[config.mk]
export PLATFORM = sky130hd
export DESIGN_NAME = mips_timer
export DESIGN_NICKNAME = d
export VERILOG_FILES = /design/src/rtl/mips_timer.sv
export SDC_FILE = /design/constraint.sdc
export NUM_CORES = 1
export LEC_CHECK = 0
export ABC_CLOCK_PERIOD_IN_PS = 6000
export CORE_UTILIZATION = 52
export DETAILED_ROUTE_END_ITERATION = 6
export PLACE_DENSITY = 0.87
export SLEW_MARGIN = 40
export SYNTH_ARGS = -nofsm -noshare
export SYNTH_HDL_FRONTEND = slang
export SYNTH_SLANG_ARGS = --single-unit
[constraint.sdc]
create_clock -name clk -period 6 [get_ports clk]
set_input_delay 1.2 -clock clk [delete_from_list [all_inputs] [get_ports clk]]
set_output_delay 1.2 -clock clk [all_outputs]
set_load 0.005 [all_outputs]
[src/rtl/mips_timer.sv]
// Memory-mapped prescaled up-counter for the single-cycle datapath: programmable
// period, one-shot or periodic mode, and a sticky overflow flag.
module mips_timer #(
    parameter int CNT_W = 16,
    parameter int PSC_W = 8
) (
    input  logic             clk,
    input  logic             reset,
    input  logic [31:0]      tmr_ctrl,
    output logic [CNT_W-1:0] tmr_cntr,
    output logic             tmr_overflow
);

    typedef enum logic [1:0] {
        IDLE = 2'd0,
        RUN  = 2'd1,
        DONE = 2'd2
    } state_t;

    state_t state, state_nxt;

    logic [PSC_W-1:0] psc, psc_nxt;
    logic [CNT_W-1:0] cntr_nxt;
    logic             ovf_nxt;

    logic             en, mode, clr, tick, at_top;
    logic [PSC_W-1:0] presc;
    logic [CNT_W-1:0] top;
    logic             ctrl_unused;

    assign en          = tmr_ctrl[0];
    assign mode        = tmr_ctrl[1];
    assign clr         = tmr_ctrl[2];
    assign presc       = tmr_ctrl[8 +: PSC_W];
    assign top         = tmr_ctrl[16 +: CNT_W];
    assign ctrl_unused = ^tmr_ctrl[7:3];

    // >= rather than == so a TOP lowered below the live count still overflows
    assign tick   = (psc >= presc);
    assign at_top = (tmr_cntr >= top);

    always_ff @(posedge clk) begin
        if (reset) begin
            state <= IDLE;
        end else begin
            state <= state_nxt;
        end
    end

    always_comb begin
        state_nxt = state;
        if (clr) begin
            state_nxt = IDLE;
        end else begin
            case (state)
                IDLE: if (en) state_nxt = RUN;
                RUN: begin
                    if (!en)
                        state_nxt = IDLE;
                    else if (tick && at_top && !mode)
                        state_nxt = DONE;
                end
                DONE: if (!en) state_nxt = IDLE;
                default: state_nxt = IDLE;
            endcase
        end
    end

    always_comb begin
        cntr_nxt = tmr_cntr;
        psc_nxt  = psc;
        ovf_nxt  = tmr_overflow;
        if (clr) begin
            cntr_nxt = '0;
            psc_nxt  = '0;
            ovf_nxt  = 1'b0;
        end else begin
            case (state)
                RUN: begin
                    if (!en) begin
                        psc_nxt = '0;
                    end else if (tick) begin
                        psc_nxt = '0;
                        if (at_top) begin
                            cntr_nxt = '0;
                            ovf_nxt  = 1'b1;
                        end else begin
                            cntr_nxt = tmr_cntr + 1'b1;
                        end
                    end else begin
                        psc_nxt = psc + 1'b1;
                    end
                end
                default: psc_nxt = '0;
            endcase
        end
    end

    always_ff @(posedge clk) begin
        if (reset) begin
            tmr_cntr     <= '0;
            psc          <= '0;
            tmr_overflow <= 1'b0;
        end else begin
            tmr_cntr     <= cntr_nxt;
            psc          <= psc_nxt;
            tmr_overflow <= ovf_nxt;
        end
    end

endmodule
==> impl_results.md, run 1 <==
* Status: completed
* Post-Syn Instances at roughly 210
* Die area at around 3700 µm²
* CP max stage delay at 590 ps
* Top Family by Delay on Critical Path: compound AO/OA/AOI/OAI gates
* Pwr Density at 127.8 nW/µm²
* Initial Utilization at 0.5448
* Ys flop type: dfxtp_1
* Area taken by multi-input logic gates at around 1200 µm²
* Mapped Nets at 271
* GRT Residual Overflow at 0
* Filler cell count at between 200 and 300
* Compound-Gate Fraction of Synth Area at 0.1184
* Tcrit/Tclk final at 0.5439
* Total track usage at 0.2115
* Via density at 5.277
* Leakage Power at ~0.001 µW
* Post-synth top area share at 0.2973
* Post-synth top cells: dfxtp_1 (27), inv_1 (27), ha_1 (26), nor2_1 (26), xor2_1 (13)
* Initial DRT Pass Iterations at 4
* VDD IR max at between 0.09 and 0.1 mV
* Register area at ~540 µm²
* Clk sinks at 27
* Initial antenna violation count at 0
* Vias at between 1500 and 2000
* Die X at between 60 and 70 µm
* Fmax at about 310 MHz
* TritonCTS Buffers at 3
* Crit path max fanout at 16
* Fraction of the mapped netlist area in simple logic gates at 0.2361
* Unrepaired setup endpoints after global routing: false
* Final setup viols at 0
* Routed Antenna Nets at 0
* Initial DRC Count at 55
* Share of layout cells above drive strength 1 at 0.07004
* Io pins at 51
* Final Hold Vio Count at 0
* Vias in the first global route at around 1400
* WP data arrival at between 3000 and 4000 ps
* Actual slew at the worst max-slew pin at between 500 and 600 ps
* Final Cell Area at between 2000 and 2500 µm²
* Clock Skews at around 2.4 ps
* Max_slew headroom at 0.6169
* Synth area leader: dfxtp_1
* Synth Area in XOR/XNOR at 0.1012
* Crit path launch type: primary input
* Syn avg cell area at around 8.6 µm²
* DRT Wirelength at 3.618 mm
* CTS tree: built
* Buf/Inv on CP at 2
* DRC at 0
* Largest net degree at the start of global routing at 17
* Pins Over Slew Limit at 0
* First-pass GRT wire length at between 5 and 6 mm
* Antenna diode count at 0
* Estimated wirelength of the detail-placed design at between 2 and 3 mm
* Number of max-cap violations at 0
* DR WL/cell at between 10 and 15 µm
* Max clock buf depth at 2
* Seq/Total Area, Yosys at 0.2973
* CTS Hold Bufs at 0
* CP cell instances: clkdlybuf4s50_1 -> inv_1 -> ha_1 -> nand4_2 -> o31ai_4 -> nand2_2 -> o21ai_4 -> nor2_1
* Adder-cell area share of the yosys netlist at 0.1789
* CTS resizes at 0
* Die Y-Extent at 61.13 µm
* Synth Warn # at 0
* Clk Latency, worst-skew pair at roughly 330 ps
* Fin crit period at approximately 3300 ps
* Hold Crit Class: reg2reg
* Area overhead of the layout relative to synthesis at 28.22%
* FP Rows at 21
* Mux cell area share after synthesis at 0
* Nets at 318
* Setup tns final at 0 ps
* RePlAce Congestion at 0.7236
* Placed instance area at 2303 µm²
* Post-CTS Setup Bufs at 0
* WP data required at approximately 6200 ps
* Non-filler instance count after layout at ~300
* Synth unique cells at 38
* PortBufs at 45
* Clk root buf: clkbuf_4
* FF+latch count, synth at 27
* Top cells by area, synth: dfxtp_1 (30%), ha_1 (18%), xor2_1 (6.3%)
* Kind of critical path: in2reg
* Htree depth at 1
* Worst setup EP type: flop
* Dpl cells at around 300
* Crit-path slowest cell: o31ai_4
* Main combinational cell family by area after synthesis: simple AND/OR/NAND/NOR gates
* Area of the core at roughly 3300 µm²
* Mapped cell area at 1818 µm²
* Post-synth EDFFs at 0
* Ys async rst share at 0
* Clock slew at reported path FFs at between 100 and 150 ps
## final timing paths
path           startpoint  cells past startpoint  slack (ps)            to
max          tmr_ctrl[15]                      8        2740   tmr_cntr[2]
min          tmr_overflow                      2         530  tmr_overflow
max reg2reg        psc[5]                      6        3710   tmr_cntr[2]
min reg2reg  tmr_overflow                      2         530  tmr_overflow
## worst register-to-register path, stage by stage (launching register included)
cell and delay [ps]:
dfxtp_1 380, ha_1 330, nand4_2 180, o31ai_4 590, nand2_2 160, o21ai_4 430, nor2_1 120
## cell families after synthesis
group | after synthesis
and+or+nand+nor | 81
DFF | 27
xor gates and xnor gates | 21
AOI/OAI and AO/OA | 26
buffers and inverters | 30
adders and majority gates | 26
## layout make-up
type	count	area share
clock buffers	3	0.009662
clock inverters	1	0.002147
inverters	27	0.04348
multi-input cells	154	0.4949
flip-flops and latches	27	0.2319
well taps	46	0.02469
repair buffers	45	0.1932
## where the power goes
| part | switching (µW) | leakage (µW) | internal (µW) |
|---|---|---|---|
| combinational | 15.7 | 0.000764 | 24.2 |
| sequential | 0.220 | 0.000218 | 180 |
| clock | 53.2 | 0.0000177 | 25.1 |
| total | 69.1 | 0.00100 | 229 |
## registers in the layout, indices dropped and copies added (netlist names)
signal,cells
state,2
psc,8
tmr_overflow,1
tmr_cntr,16
## layer usage
layer / wire (µm) / GRT usage / vias to the layer above
met2: 1785 / 0.3851 / 39
met3: 120 / 0.01891 / 7
li1: - / - / 816
met4: 63 / 0.08442 / 0
met1: 1649 / 0.2552 / 737
met5: 0 / 0 / -
## placed cells by master (no fill, tap or decap), drive strengths merged, types with 2 or more instances in the layout
master,n
clkdlybuf4s50,45
nor2,30
inv,27
dfxtp,27
ha,26
xor2,13
nand4,12
a21oi,11
nand2,11
nand3,9
xnor2,8
nor3,6
and3,5
o21ai,5
and4,3
clkbuf,3
nor2b,2
o21a,2
o31a,2
o31ai,2
## through the flow
step / setup slack, ps / power, µW / util / hold slack [ps]
after floorplan: 3311 / 202.7 / - / 437.3
after global placement: 2457 / 222.7 / 0.6903 / 468.9
after detailed placement: 2414 / 223.9 / 0.6903 / 494.5
after CTS: 2741 / 298.2 / 0.6985 / 527.1
after global routing: 2610 / 312.0 / 0.6985 / 561.4
final: 2737 / 298.0 / 0.6985 / 525.8
Power figures use the tool's default switching activity.
==> inputs of run 2 (changes only) <==
ABC_CLOCK_PERIOD_IN_PS = 3330   (was 6000)
CORE_UTILIZATION = 48   (was 52)
PLACE_DENSITY = 0.81   (was 0.87)
clock period = 3.33 ns   (was 6 ns; I/O delays follow)
==> impl_results.md, run 2 (synthesis gave the netlist of run 1 again) <==
* Final Hold Vio Count at 0 (unchanged)
* Worst setup EP type: flop (unchanged)
* Initial antenna violation count at 0 (unchanged)
* Worst setup startpoint: tmr_ctrl[18] (was tmr_ctrl[15])
* Number of max-cap violations at 0 (unchanged)
* DRT Wirelength at 3.642 mm (was 3.618 mm)
* Metal1 wirelength at 1.712 mm (was 1.649 mm)
* Hold_sp: psc[0] (was tmr_overflow)
* Max clock buf depth at 2 (unchanged)
* Register area at 540.5 µm² (unchanged)
* Metal2 WL at 1.776 mm (was 1.785 mm)
* Io pins at 51 (unchanged)
* Routed met3 length at 114 µm (was 120 µm)
* Most flops, register: tmr_cntr (unchanged)
* Clk Latency, worst-skew pair at 270 ps (was 330 ps)
* WP data arrival at 2680 ps (was 3480 ps)
* Area of the core at 3468 µm² (was 3337 µm²)
* Die area at 4037 µm² (was 3737 µm²)
* Capture point of the worst path: tmr_cntr[2] (unchanged)
* DR top layer: met4 (unchanged)
* Hold Crit Class: reg2reg (unchanged)
* Commonest cells after routing, fill and taps aside: clkdlybuf4s50_1 (45), inv_1 (27), dfxtp_1 (27) (unchanged)
* DR WL/cell at 11.98 µm (was 11.94 µm)
* Status: completed (unchanged)
* Die Y-Extent at 63.54 µm (was 61.13 µm)
* Clk root buf: clkbuf_8 (was clkbuf_4)
* Antenna diode count at 0 (unchanged)
* Post-CTS Setup Bufs at 0 (unchanged)
* RePlAce Congestion at 0.7282 (was 0.7236)
* Biggest regs: tmr_cntr x16, psc x8, state x2 (unchanged)
* Leakage Power at 0.001010 µW (was 0.0009997 µW)
* Estimated wirelength of the detail-placed design at 2.871 mm (was 2.921 mm)
* Total track usage at 0.1926 (was 0.2115)
* Largest register FFs at 16 (unchanged)
* Dpl cells at 300 (was 299)
* VDD IR max at 0.1430 mV (was 0.09806 mV)
* Htree depth at 1 (unchanged)
* Share of layout cells above drive strength 1 at 0.06977 (was 0.07004)
* Largest net degree at the start of global routing at 17 (unchanged)
* CTS resizes at 0 (unchanged)
* Max_slew headroom at 0.6956 (was 0.6169)
* GRT Residual Overflow at 0 (unchanged)
* Crit path max fanout at 16 (unchanged)
* Pins Over Slew Limit at 0 (unchanged)
* First-pass GRT wire length at 6.272 mm (was 5.989 mm)
* WP data required at 3470 ps (was 6220 ps)
* Filler cell count at 286 (was 272)
* Nets at 319 (was 318)
* R2R Path End: tmr_cntr[2] (unchanged)
* Fmax at between 300 and 400 MHz
* Routed Antenna Nets at 0 (unchanged)
* Most common cell after layout, fill and taps aside: clkdlybuf4s50_1 (unchanged)
* CTS Hold Bufs at 0 (unchanged)
* Vias in the first global route at 1463 (was 1427)
* Initial DRT Pass Iterations at 4 (unchanged)
* Initial DRC Count at 44 (was 55)
* CTS tree: built (unchanged)
* Die X at 63.54 µm (was 61.13 µm)
* Clock Skews at 4.176 ps (was 2.413 ps)
* Final setup viols at 0 (unchanged)
* Area overhead of the layout relative to synthesis at 29.59% (was 28.22%)
* FP Rows at 21 (unchanged)
* Unrepaired setup endpoints after global routing: false (unchanged)
* Area taken by multi-input logic gates at 1154 µm² (unchanged)
* Fin crit period at roughly 2500 ps
* Setup slack, reg-to-reg at 1150 ps (was 3710 ps)
* DRC at 0 (unchanged)
* Kind of critical path: in2reg (unchanged)
* Clk sinks at 27 (unchanged)
* Reg2reg start: psc[0] (was psc[5])
* Setup tns final at 0 ps (unchanged)
* Via density at 5.168 (was 5.277)
* Initial Utilization at 0.5242 (was 0.5448)
* Pwr Density at 245.8 nW/µm² (was 127.8 nW/µm²)
* Crit path launch type: primary input (unchanged)
* TritonCTS Buffers at 3 (unchanged)
* Vias at 1571 (was 1599)
* Worst Reg-to-Reg Cells at 9 (was 6)
* Tcrit/Tclk final at 0.7619
* PortBufs at 45 (unchanged)
* Clock slew at reported path FFs at 90 ps (was 140 ps)
* Actual slew at the worst max-slew pin at 454.9 ps (was 574.7 ps)
* Non-filler instance count after layout at 304 (was 303)
## run 2: stage by stage
stage / setup WS [ps] / instance area [µm²] / total power, µW / utilization / hold slack (ps)
after floorplan: 1175 / 1818 / 365.2 / - / 437.3
after global placement: 527.2 / 2311 / 401.6 / 0.6663 / 484.1
after detailed placement: 512.0 / 2311 / 403.3 / 0.6663 / 494.4
after CTS: 803.5 / 2356 / 579.3 / 0.6793 / 518.0
after global routing: 654.2 / 2356 / 604.0 / 0.6793 / 549.3
final: 793.0 / 2356 / 579.2 / 0.6793 / 515.4
## run 2: worst max-delay path, cell delays in order
cell and delay (ps):
clkdlybuf4s50_1 450, inv_1 40, ha_1 280, nand2_1 50
o21ai_1 140, a41oi_1 190, o31a_1 360, o21ai_4 390
nor2_1 100
## run 2: where the power goes
group | internal, µW | switching (µW)
clock network | 85.6 | 97.8
registers | 323 | 0.417
logic | 43.6 | 28.5
total | 452 | 127
## run 2: layout make-up
| class | instances | share of cell area |
|---|---|---|
| multi-input cells | 154 | 0.4896 |
| repair buffers | 46 | 0.1944 |
| clock buffers | 4 | 0.01912 |
| well taps | 46 | 0.02443 |
| inverters | 27 | 0.04302 |
| flip-flops and latches | 27 | 0.2294 |
## run 2: how the worst min path moves through the flow
stage / endpoint / slack, ps / depth (start not counted)
6_report: psc[0] / 520 / 1
5_1_grt: psc[0] / 550 / 1
4_1_cts: psc[0] / 520 / 1
3_5_place_dp: psc[0] / 490 / 1
3_3_place_gp: psc[0] / 480 / 1
2_1_floorplan: psc[0] / 440 / 1
## run 2: routing by layer
layer  vias up  track usage
met2        38       0.3457
li1        819            -
met4         0      0.05966
met5         -            0
met1       710       0.2387
met3         4      0.01812
